## config.mk

```make
export PLATFORM = sky130hd
export DESIGN_NAME = adder_rr_arbiter
export DESIGN_NICKNAME = d
export VERILOG_FILES = /design/src/rtl/adder_rr_arbiter.sv
export SDC_FILE = /design/constraint.sdc
export NUM_CORES = 1
export LEC_CHECK = 0
export ABC_AREA = 0
export CAP_MARGIN = 15
export CELL_PAD_IN_SITES_DETAIL_PLACEMENT = 1
export CELL_PAD_IN_SITES_GLOBAL_PLACEMENT = 1
export CORE_AREA = 3 3 103 105
export CTS_CLUSTER_SIZE = 25
export DETAILED_ROUTE_END_ITERATION = 10
export DIE_AREA = 0 0 106 108
export PLACE_DENSITY = 0.71
export SYNTH_ARGS = -nofsm -noshare
export SYNTH_HDL_FRONTEND = slang
export SYNTH_SLANG_ARGS = --single-unit
```

## constraint.sdc

```tcl
create_clock -name clk -period 2 [get_ports clk]
set_clock_uncertainty 0.05 [all_clocks]
set_input_delay 0.4 -clock clk [delete_from_list [all_inputs] [get_ports clk]]
set_output_delay 0.4 -clock clk [all_outputs]
set_load 0.1 [all_outputs]
```

## src/rtl/adder_rr_arbiter.sv

```systemverilog
// Round-robin arbiter sharing one external combinational adder between NUM_REQ requesters.
// Latches the winning operands, samples the adder for one cycle and holds a registered response.
module adder_rr_arbiter #(
    parameter int NUM_REQ   = 4,
    parameter int WIDTH     = 8,
    parameter int CNT_WIDTH = 16,
    localparam int ID_W     = $clog2(NUM_REQ)
) (
    input  logic                     clk,
    input  logic                     rst,
    input  logic [NUM_REQ-1:0]       req_valid,
    input  logic [NUM_REQ*WIDTH-1:0] req_a,
    input  logic [NUM_REQ*WIDTH-1:0] req_b,
    output logic [NUM_REQ-1:0]       req_ready,
    output logic [WIDTH-1:0]         add_a,
    output logic [WIDTH-1:0]         add_b,
    input  logic [WIDTH-1:0]         add_sum,
    input  logic                     add_overflow,
    output logic                     resp_valid,
    input  logic                     resp_ready,
    output logic [ID_W-1:0]          resp_id,
    output logic [WIDTH-1:0]         resp_sum,
    output logic                     resp_overflow,
    output logic                     busy,
    output logic [CNT_WIDTH-1:0]     ops_done
);

    typedef enum logic [1:0] {StIdle, StExec, StResp} state_t;

    state_t            state;
    logic [ID_W-1:0]   ptr;
    logic [ID_W-1:0]   op_id;
    logic [WIDTH-1:0]  op_a;
    logic [WIDTH-1:0]  op_b;
    logic [ID_W-1:0]   win;
    logic              found;

    // Scan ptr, ptr+1, ... modulo NUM_REQ; the first valid requester wins.
    always_comb begin
        int idx;
        idx       = 0;
        win       = '0;
        found     = 1'b0;
        req_ready = '0;
        if (state == StIdle && !rst) begin
            for (int k = 0; k < NUM_REQ; k++) begin
                idx = int'(ptr) + k;
                if (idx >= NUM_REQ) idx = idx - NUM_REQ;
                if (!found && req_valid[idx]) begin
                    found = 1'b1;
                    win   = idx[ID_W-1:0];
                end
            end
            if (found) req_ready[win] = 1'b1;
        end
    end

    assign add_a = op_a;
    assign add_b = op_b;
    assign busy  = (state != StIdle);

    always_ff @(posedge clk or posedge rst) begin
        if (rst) begin
            state         <= StIdle;
            ptr           <= '0;
            op_a          <= '0;
            op_b          <= '0;
            op_id         <= '0;
            resp_valid    <= 1'b0;
            resp_id       <= '0;
            resp_sum      <= '0;
            resp_overflow <= 1'b0;
            ops_done      <= '0;
        end else begin
            unique case (state)
                StIdle: begin
                    if (found) begin
                        op_a  <= req_a[win*WIDTH +: WIDTH];
                        op_b  <= req_b[win*WIDTH +: WIDTH];
                        op_id <= win;
                        if (win == ID_W'(NUM_REQ - 1)) ptr <= '0;
                        else ptr <= win + 1'b1;
                        state <= StExec;
                    end
                end
                StExec: begin
                    resp_sum      <= add_sum;
                    resp_overflow <= add_overflow;
                    resp_id       <= op_id;
                    resp_valid    <= 1'b1;
                    state         <= StResp;
                end
                StResp: begin
                    if (resp_ready) begin
                        resp_valid <= 1'b0;
                        if (ops_done != {CNT_WIDTH{1'b1}}) ops_done <= ops_done + 1'b1;
                        state <= StIdle;
                    end
                end
                default: state <= StIdle;
            endcase
        end
    end

endmodule

```

==> After elaboration in Yosys (flattened, before gate mapping) <==
Cells that the tools add are included.
{ "word_totals": {"reg_bits": 50, "input_bits": 80, "elab_cells": 98} }
{ "classes": {"add_sub_neg": 9, "order_cmp": 10, "n_eq_ne": 6, "n_shift": 2, "mux": 45, "reduce_logical": 16} }
{ "ops": {"columns": ["op", "n"], "rows": [
  ["2-to-1 mux 32 bit", 8],
  ["less-than comparator 32 x 4 -> 1 bit, second input constant", 4],
  ["variable part select 32 x 6 -> 8 bit", 2],
  ["2-to-1 mux 1 bit", 19],
  ["2-to-1 mux 2 bit", 9],
  ["adder 16 x 1 -> 16 bit, second input constant", 1],
  ["inequality test 16 bit, second input constant", 1],
  ["subtractor 3 x 3 -> 4 bit, second input constant", 3],
  ["greater-or-equal comparator 3 bit, second input constant", 3],
  ["binary-select mux 1 bit (select 2 bit)", 4],
  ["2-to-1 mux 4 bit", 2],
  ["adder 2 x 2 -> 3 bit, second input constant", 2],
  ["case mux 2 bit (3 select lines)", 1],
  ["AND reduction 2 bit", 3],
  ["logical AND 1 bit", 5],
  ["equality test 2 bit, second input constant", 2],
  ["logical NOT 1 bit", 4],
  ["inequality test 2 bit, second input constant", 2],
  ["nonzero test 2 bit", 2],
  ["subtractor 2 x 3 -> 4 bit, second input constant", 1],
  ["adder 2 x 1 -> 3 bit, second input constant", 1],
  ["greater-or-equal comparator 2 x 3 -> 1 bit, second input constant", 1],
  ["less-than comparator 2 x 3 -> 1 bit, second input constant", 1],
  ["AND reduction 3 bit", 1],
  ["6 further kinds", 6]
]} }

==> Longest topological paths before layout <==
Gate-level depths: netlist (run 1).
{ "depth": {"depth_word": 26, "mapped_depth": 7} }

==> Least setup slack after synthesis (run 1) <==
OpenSTA, ideal clock, no wires.
{ "synth_timing": {"path_type": "register to output", "start": "reg state[0]", "end": "out req_ready[1]", "t_arrival_ps": 3591, "t_required_ps": 1550, "slack_ps": -2041, "stages_incl_launch_ff": 6, "path_cell_list": "dfrtp_1 or2_4 or3_1 buf_6 buf_2 nor3_1"} }
{ "synth_via": {"elab_chain_cells": 3} }
{ "synth_lines": {"columns": ["element", "line_no", "text"], "rows": [
  ["start, declared", "30", "state_t state;"],
  ["start signal, assigned", "64", "state <= StIdle;"],
  ["start signal, assigned", "83", "state <= StExec;"],
  ["start signal, assigned", "91", "state <= StResp;"],
  ["logical NOT 2 bit", "45", "if (state == StIdle && !rst) begin"],
  ["logical AND 1 bit", "45", null],
  ["2-to-1 mux 4 bit", "45", null],
  ["end, declared", "14", "output logic [NUM_REQ-1:0] req_ready,"]
]} }
No other way between the ends.

==> Worst setup path after layout (run 1) <==
Ends and elaborated chain as after synthesis.

==> results of run 1 <==
==> cell families (layout without fill, tap and decap cells) <==
| logic type | Yosys count | after routing |
|---|---|---|
| multiplexers | 43 | 43 |
| AO/OA/AOI/OAI | 33 | 33 |
| AND/OR/NAND/NOR | 74 | 74 |
| buffers and inverters | 12 | 175 |
| adder cells (fa/ha/maj) | 1 | 1 |
| flip-flops | 50 | 50 |
| XOR/XNOR | 13 | 13 |
==> synthesized netlist by cell type (2+ instances only) <==
cell	count	area share
nand3_1	6	0.012
nor2b_1	6	0.014
o21ai_0	2	0.0038
a21oi_1	6	0.012
nor3_1	5	0.0096
buf_6	2	0.0086
xor2_1	5	0.017
and3_1	5	0.012
mux2i_1	30	0.12
xnor2_1	8	0.027
mux2_2	13	0.056
inv_1	2	0.0029
a21o_1	2	0.0058
nand2_2	2	0.0048
nand2_1	23	0.033
o221ai_2	8	0.046
buf_2	4	0.0077
nor3b_1	2	0.0058
nor2_1	14	0.020
nand4_1	2	0.0048
clkbuf_1	2	0.0029
o221ai_1	7	0.024
dfrtp_1	50	0.48
==> routing by layer <==
metal | up-vias | part of all wire | global-route usage
met1 | 1236 | 0.42 | 0.199
li1 | 1150 | - | -
met2 | 45 | 0.54 | 0.298
met4 | 0 | 0.0096 | 0.0305
met5 | - | 0 | 0
met3 | 7 | 0.030 | 0.0245
==> flip-flops by register name, summed over array words and instances (netlist names) <==
signal and cells:
add_a 8, add_b 8, op_id 2, ops_done 16, ptr 2, resp_id 2
resp_overflow 1, resp_sum 8, resp_valid 1, state 2
==> report_power, final <==
group / internal (W) / switching (W) / leakage (nW)
clock network: 0.000318 / 0.000347 / 0.0544
registers: 0.00139 / 0.000274 / 0.601
logic: 0.00166 / 0.00360 / 1.39
==> critical path: stages, from the launching register on <==
cell	delay (ns)
dfrtp_1	0.38
or2_4	0.25
or3_4	0.38
buf_6	0.14
nor3_4	0.21
buf_12	0.20
==> worst paths after layout <==
check,slack (ns),cells after the start,endpoint,start
min reg2reg,0.44,1,ops_done[13],ops_done[13]
max,-0.32,5,req_ready[1],state[0]
min,0.44,1,ops_done[13],ops_done[13]
min in group asynchronous,0.56,3,ptr[1],rst
max in group asynchronous,0.87,4,ops_done[4],rst
max reg2reg,-0.25,9,add_a[2],state[0]
==> layout make-up <==
cell class                      instances  area share
Timing Repair Buffer                  164       0.362
Multi-Input combinational cell        164       0.312
Sequential cell                        50       0.267
Tap cell                              133      0.0350
Clock buffer                            7      0.0202
Inverter                                3     0.00237
Clock inverter                          1     0.00184
==> repair_timing <==
action | in CTS | in global routing
endpoints found under the setup margin | 21 | 20
buffers inserted | 7 | 1
pin swaps | 13 | 3
cloned | 1 | 0
resized for setup | 25 | 18
==> stage by stage <==
step	power (W)	cell area, um2	cells	hold slack (ns)	setup WS (ns)
final	0.00759	4760	522	0.442	-0.321
after global routing	0.00794	4760	522	0.459	-0.380
after CTS	0.00756	4670	521	0.443	-0.327
after detailed placement	0.00668	4400	505	0.420	-0.637
after global placement	0.00659	4400	505	0.413	-0.580
after floorplan	0.00528	2710	226	0.390	-0.708
==> impl_metrics.env, run 1 <==
export IMPL_antenna_found_initial=0
export IMPL_yosys_area_share_simple=0.146
export IMPL_clockBufferDepth=2
export IMPL_synth_xor_area_share=0.0437
export IMPL_crit_required_ns=1.55
export IMPL_drt_pass1_iterations=4
export IMPL_via_per_inst=4.67
export IMPL_vias=2438
export IMPL_ios=129
export IMPL_grt_pass1_vias=2715
export IMPL_drive_above_1_share=0.432
export IMPL_period_needed_ns=2.32
export IMPL_synth_edf_count=0
export IMPL_final_cell_mix="clkdlybuf4s50_1, buf_4, dfrtp_1"
export IMPL_cts_tree="done"
export IMPL_ir_drop_v=0.00122
export IMPL_power_leakage_nw=2.04
export IMPL_start_kind="flop"
export IMPL_end_kind="output pin"
export IMPL_cts_buffers=5
export IMPL_seq_area_frac_synth=0.481
export IMPL_setup_tns_ns=-4.52
export IMPL_core_um2=9730
export IMPL_violations="negative setup slack"
export IMPL_drtIter0Drc=54
export IMPL_multi_input_area_um2=1490
export IMPL_syn_cell_area_um2=2600
export IMPL_grt_usage=0.161
export IMPL_fin_util=0.489
export IMPL_h_tree_depth=2
export IMPL_rsz0062_at_grt="true"
export IMPL_dp_hpwl_um=7180
export IMPL_fillers=1068
export IMPL_cts_hold_buf=0
export IMPL_yosys_warnings=0
export IMPL_die_h_um=108
export IMPL_start_util=0.268
export IMPL_overflow=0
export IMPL_setup_viol=21
export IMPL_seqCellArea_um2=1270
export IMPL_arrival_ns=1.87
export IMPL_max_freq_ghz=0.431
export IMPL_crit_fanout=2
export IMPL_drc_errors=0
export IMPL_setup_ws_ns=-0.321
export IMPL_nNetsFinal=469
export IMPL_ant_nets=0
export IMPL_synth_top_family_by_area="multiplexers"
export IMPL_powerDensity_nw_per_um2=1590
export IMPL_clock_sinks=50
export IMPL_relSlewSlack=0.688
export IMPL_status="finished, violations left"
export IMPL_die_x_um=106
export IMPL_synthArstFlopShare=1.00
export IMPL_grt_max_degree=21
export IMPL_grt_pass1_wl_um=14500
export IMPL_clkLatencyLatePin_ns=0.30
export IMPL_io_buffers=128
export IMPL_gp_congestion=0.721
export IMPL_synthMuxAreaShare=0.172
export IMPL_syn_to_final_growth_pct=82.8
export IMPL_synth_cells=226
export IMPL_synth_compound_area_frac=0.122
export IMPL_fin_crit_sh=1.16
export IMPL_std_cell_rows=36
export IMPL_wl_per_cell_um=17.7
export IMPL_cts_root_buf="clkbuf_8"
export IMPL_path_clk_slew_ns=0.09
export IMPL_cap_violations=0
export IMPL_setup_worst_path_class="flop to output pin"
export IMPL_ys_types=43
export IMPL_worst_slew_pin_slew_ns=0.467
export IMPL_wirelength_um=9250
export IMPL_hp_class="flop to flop"
export IMPL_final_common_cell="clkdlybuf4s50_1"
export IMPL_syn_nets=307
export IMPL_die_area_um2=11400
export IMPL_maxSlewViolCount=0
export IMPL_synth_ff_type="dfrtp_1"
export IMPL_synthAdderAreaFrac=0.00481
export IMPL_antenna_cells=0
export IMPL_ys_ff_latch=50
export IMPL_avgSynthCellArea_um2=11.5
export IMPL_final_hold_viol_count=0
Note: power is estimated with default switching activity, not from simulation.
==> inputs of run 2 (changes only) <==
--- a/config.mk
+++ b/config.mk
@@ -9,11 +9,12 @@
 export CAP_MARGIN = 15
 export CELL_PAD_IN_SITES_DETAIL_PLACEMENT = 1
 export CELL_PAD_IN_SITES_GLOBAL_PLACEMENT = 1
-export CORE_AREA = 3 3 103 105
+export CORE_AREA = 2 2 102 104
 export CTS_CLUSTER_SIZE = 25
 export DETAILED_ROUTE_END_ITERATION = 10
-export DIE_AREA = 0 0 106 108
+export DIE_AREA = 0 0 104 106
 export PLACE_DENSITY = 0.71
+export SKIP_LAST_GASP = 1
 export SYNTH_ARGS = -nofsm -noshare
 export SYNTH_HDL_FRONTEND = slang
 export SYNTH_SLANG_ARGS = --single-unit
==> run 2 against run 1 <==
The flow still finishes with violations (negative setup slack). Maximum frequency shrank 0.90%. Worst hold slack better by 0.0020 ns. Register-to-register slack gained 0.03 ns. Sequential power hardly changed. Die area shrank 3.7%. Via count increased by 0.57%. Global-route usage shrank 0.54 points. Setup slack worse by 0.021 ns. Critical path depth is 1 higher. Combinational power about the same. Cell count is 0.57% higher. Critical endpoint unchanged. Largest cell class unchanged.
==> impl_metrics.env, run 2 (same netlist as run 1, synthesis figures left out) <==
export IMPL_status="finished, violations left"
export IMPL_violations="negative setup slack"
export IMPL_wl_per_cell_um=16.3
export IMPL_setup_ws_ns=-0.342
export IMPL_drt_pass1_iterations=4
export IMPL_nNetsFinal=469
export IMPL_hp_class="flop to flop"
export IMPL_ir_drop_v=0.00107
export IMPL_seqCellArea_um2=1270
export IMPL_finalNonFillerCells=525
export IMPL_ios=129
export IMPL_regMostFlops="ops_done"
export IMPL_relSlewSlack=0.693
export IMPL_largest_reg_flops=16
export IMPL_wirelength_um=8540
export IMPL_die_h_um=106
export IMPL_cts_tree="done"
export IMPL_final_hold_viol_count=0
export IMPL_fin_crit_sh=1.17
export IMPL_ant_nets=0
export IMPL_io_buffers=128
export IMPL_gp_congestion=0.802
export IMPL_std_cell_rows=37
export IMPL_grt_pass1_vias=2730
export IMPL_clkLatencyLatePin_ns=0.30
export IMPL_max_freq_ghz=0.427
export IMPL_setup_viol=19
export IMPL_setup_worst_path_class="input port to output pin"
export IMPL_path_clk_slew_ns=0.10
export IMPL_antenna_found_initial=0
export IMPL_syn_to_final_growth_pct=82.0
export IMPL_worst_path_max_delay_cell="o32a_4"
export IMPL_power_leakage_nw=2.04
export IMPL_crit_required_ns=1.55
export IMPL_antenna_cells=0
export IMPL_vias=2452
export IMPL_h_tree_depth=2
export IMPL_grt_pass1_wl_um=13900
export IMPL_maxSlewViolCount=0
export IMPL_swShare=0.550
export IMPL_final_cell_mix="clkdlybuf4s50_1, buf_4, dfrtp_1"
export IMPL_drc_errors=0
export IMPL_cap_violations=0
export IMPL_cts_hold_buf=0
export IMPL_p_int_w=0.00346
export IMPL_via_per_inst=4.67
export IMPL_powerDensity_nw_per_um2=1620
export IMPL_worst_slew_pin_slew_ns=0.460
export IMPL_start_kind="input port"
export IMPL_dp_hpwl_um=6610
export IMPL_worstPathCellList="dlygate4sd2_1 -> nor2b_1 -> a21boi_1 -> o32a_4 -> nor3_4 -> buf_12"
export IMPL_grt_max_degree=35
export IMPL_comb_power_share=0.686
export IMPL_rsz0062_at_grt="true"
export IMPL_dpl_cell_count=509
export IMPL_clock_sinks=50
export IMPL_pwr_share_clk=0.098
export IMPL_period_needed_ns=2.34
export IMPL_start_util=0.260
export IMPL_clockBufferDepth=2
export IMPL_grt_usage=0.155
export IMPL_cts_buffers=5
export IMPL_cts_root_buf="clkbuf_8"
export IMPL_arrival_ns=1.89
export IMPL_crit_fanout=5
export IMPL_die_x_um=104
export IMPL_cpPeakStageDelay_ns=0.43
export IMPL_drive_above_1_share=0.424
export IMPL_overflow=0
export IMPL_setup_tns_ns=-2.99
export IMPL_core_um2=10000
export IMPL_final_common_cell="clkdlybuf4s50_1"
export IMPL_p_seq_frac=0.216
export IMPL_switching_power_w=0.00423
export IMPL_end_kind="output pin"
export IMPL_die_area_um2=11000
export IMPL_power_w=0.00769
export IMPL_multi_input_area_um2=1460
export IMPL_fillers=1098
export IMPL_drtIter0Drc=65
## run 2: final timing paths
path                                endpoint  cells past startpoint          from  slack, ns
worst max-delay path            req_ready[1]                      6  req_valid[2]      -0.34
worst min-delay path            ops_done[13]                      1  ops_done[13]       0.44
worst max register to register      add_a[7]                      9      state[0]      -0.22
worst min register to register  ops_done[13]                      1  ops_done[13]       0.44
max in group asynchronous       ops_done[15]                      4           rst       0.88
min in group asynchronous        resp_sum[4]                      3           rst       0.49
## run 2: power by group through the flow
| stage | sequential, W | clock, W | combinational (W) |
|---|---|---|---|
| after floorplan | 0.00390 | 0 | 0.00138 |
| after global placement | 0.00166 | 0 | 0.00502 |
| after detailed placement | 0.00168 | 0 | 0.00508 |
| after CTS | 0.00167 | 0.000777 | 0.00528 |
| after global routing | 0.00172 | 0.000809 | 0.00549 |
| final | 0.00166 | 0.000750 | 0.00528 |
## run 2: worst max-delay path, delay by kind of cell
family	cells	cell delay, ns
compound gates	2	0.58
buf+inv	2	0.47
simple gates	2	0.43
## run 2: repair_timing
item | CTS | global route
endpoints found under the setup margin | 21 | 21
pin swaps | 11 | 6
hold endpoints to repair | 0 | 0
resized for setup | 21 | 11
setup buffers | 7 | 1
gates cloned | 1 | 0
## run 2: stage by stage
stage / util / setup slack (ns) / instance area [um2] / hold slack [ns]
6_report: 0.474 / -0.342 / 4740 / 0.444
5_1_grt: 0.474 / -0.392 / 4740 / 0.468
4_1_cts: 0.469 / -0.346 / 4690 / 0.445
3_5_place_dp: 0.441 / -0.703 / 4410 / 0.417
3_3_place_gp: 0.441 / -0.599 / 4410 / 0.410
2_1_floorplan: - / -0.708 / 2710 / 0.390
## run 2: per-layer routing
| layer | global-route usage | routed length [um] |
|---|---|---|
| met4 | 0.0415 | 167 |
| met3 | 0.0331 | 382 |
| met1 | 0.191 | 3520 |
| met2 | 0.276 | 4470 |
| met5 | 0 | 0 |
## run 2: area by class of cell
type | instances | area share
Timing Repair Buffer | 164 | 0.361
Multi-Input combinational cell | 164 | 0.308
Sequential cell | 50 | 0.268
Tap cell | 136 | 0.0359
Clock buffer | 5 | 0.0145
Clock inverter | 3 | 0.0100
Inverter | 3 | 0.00238
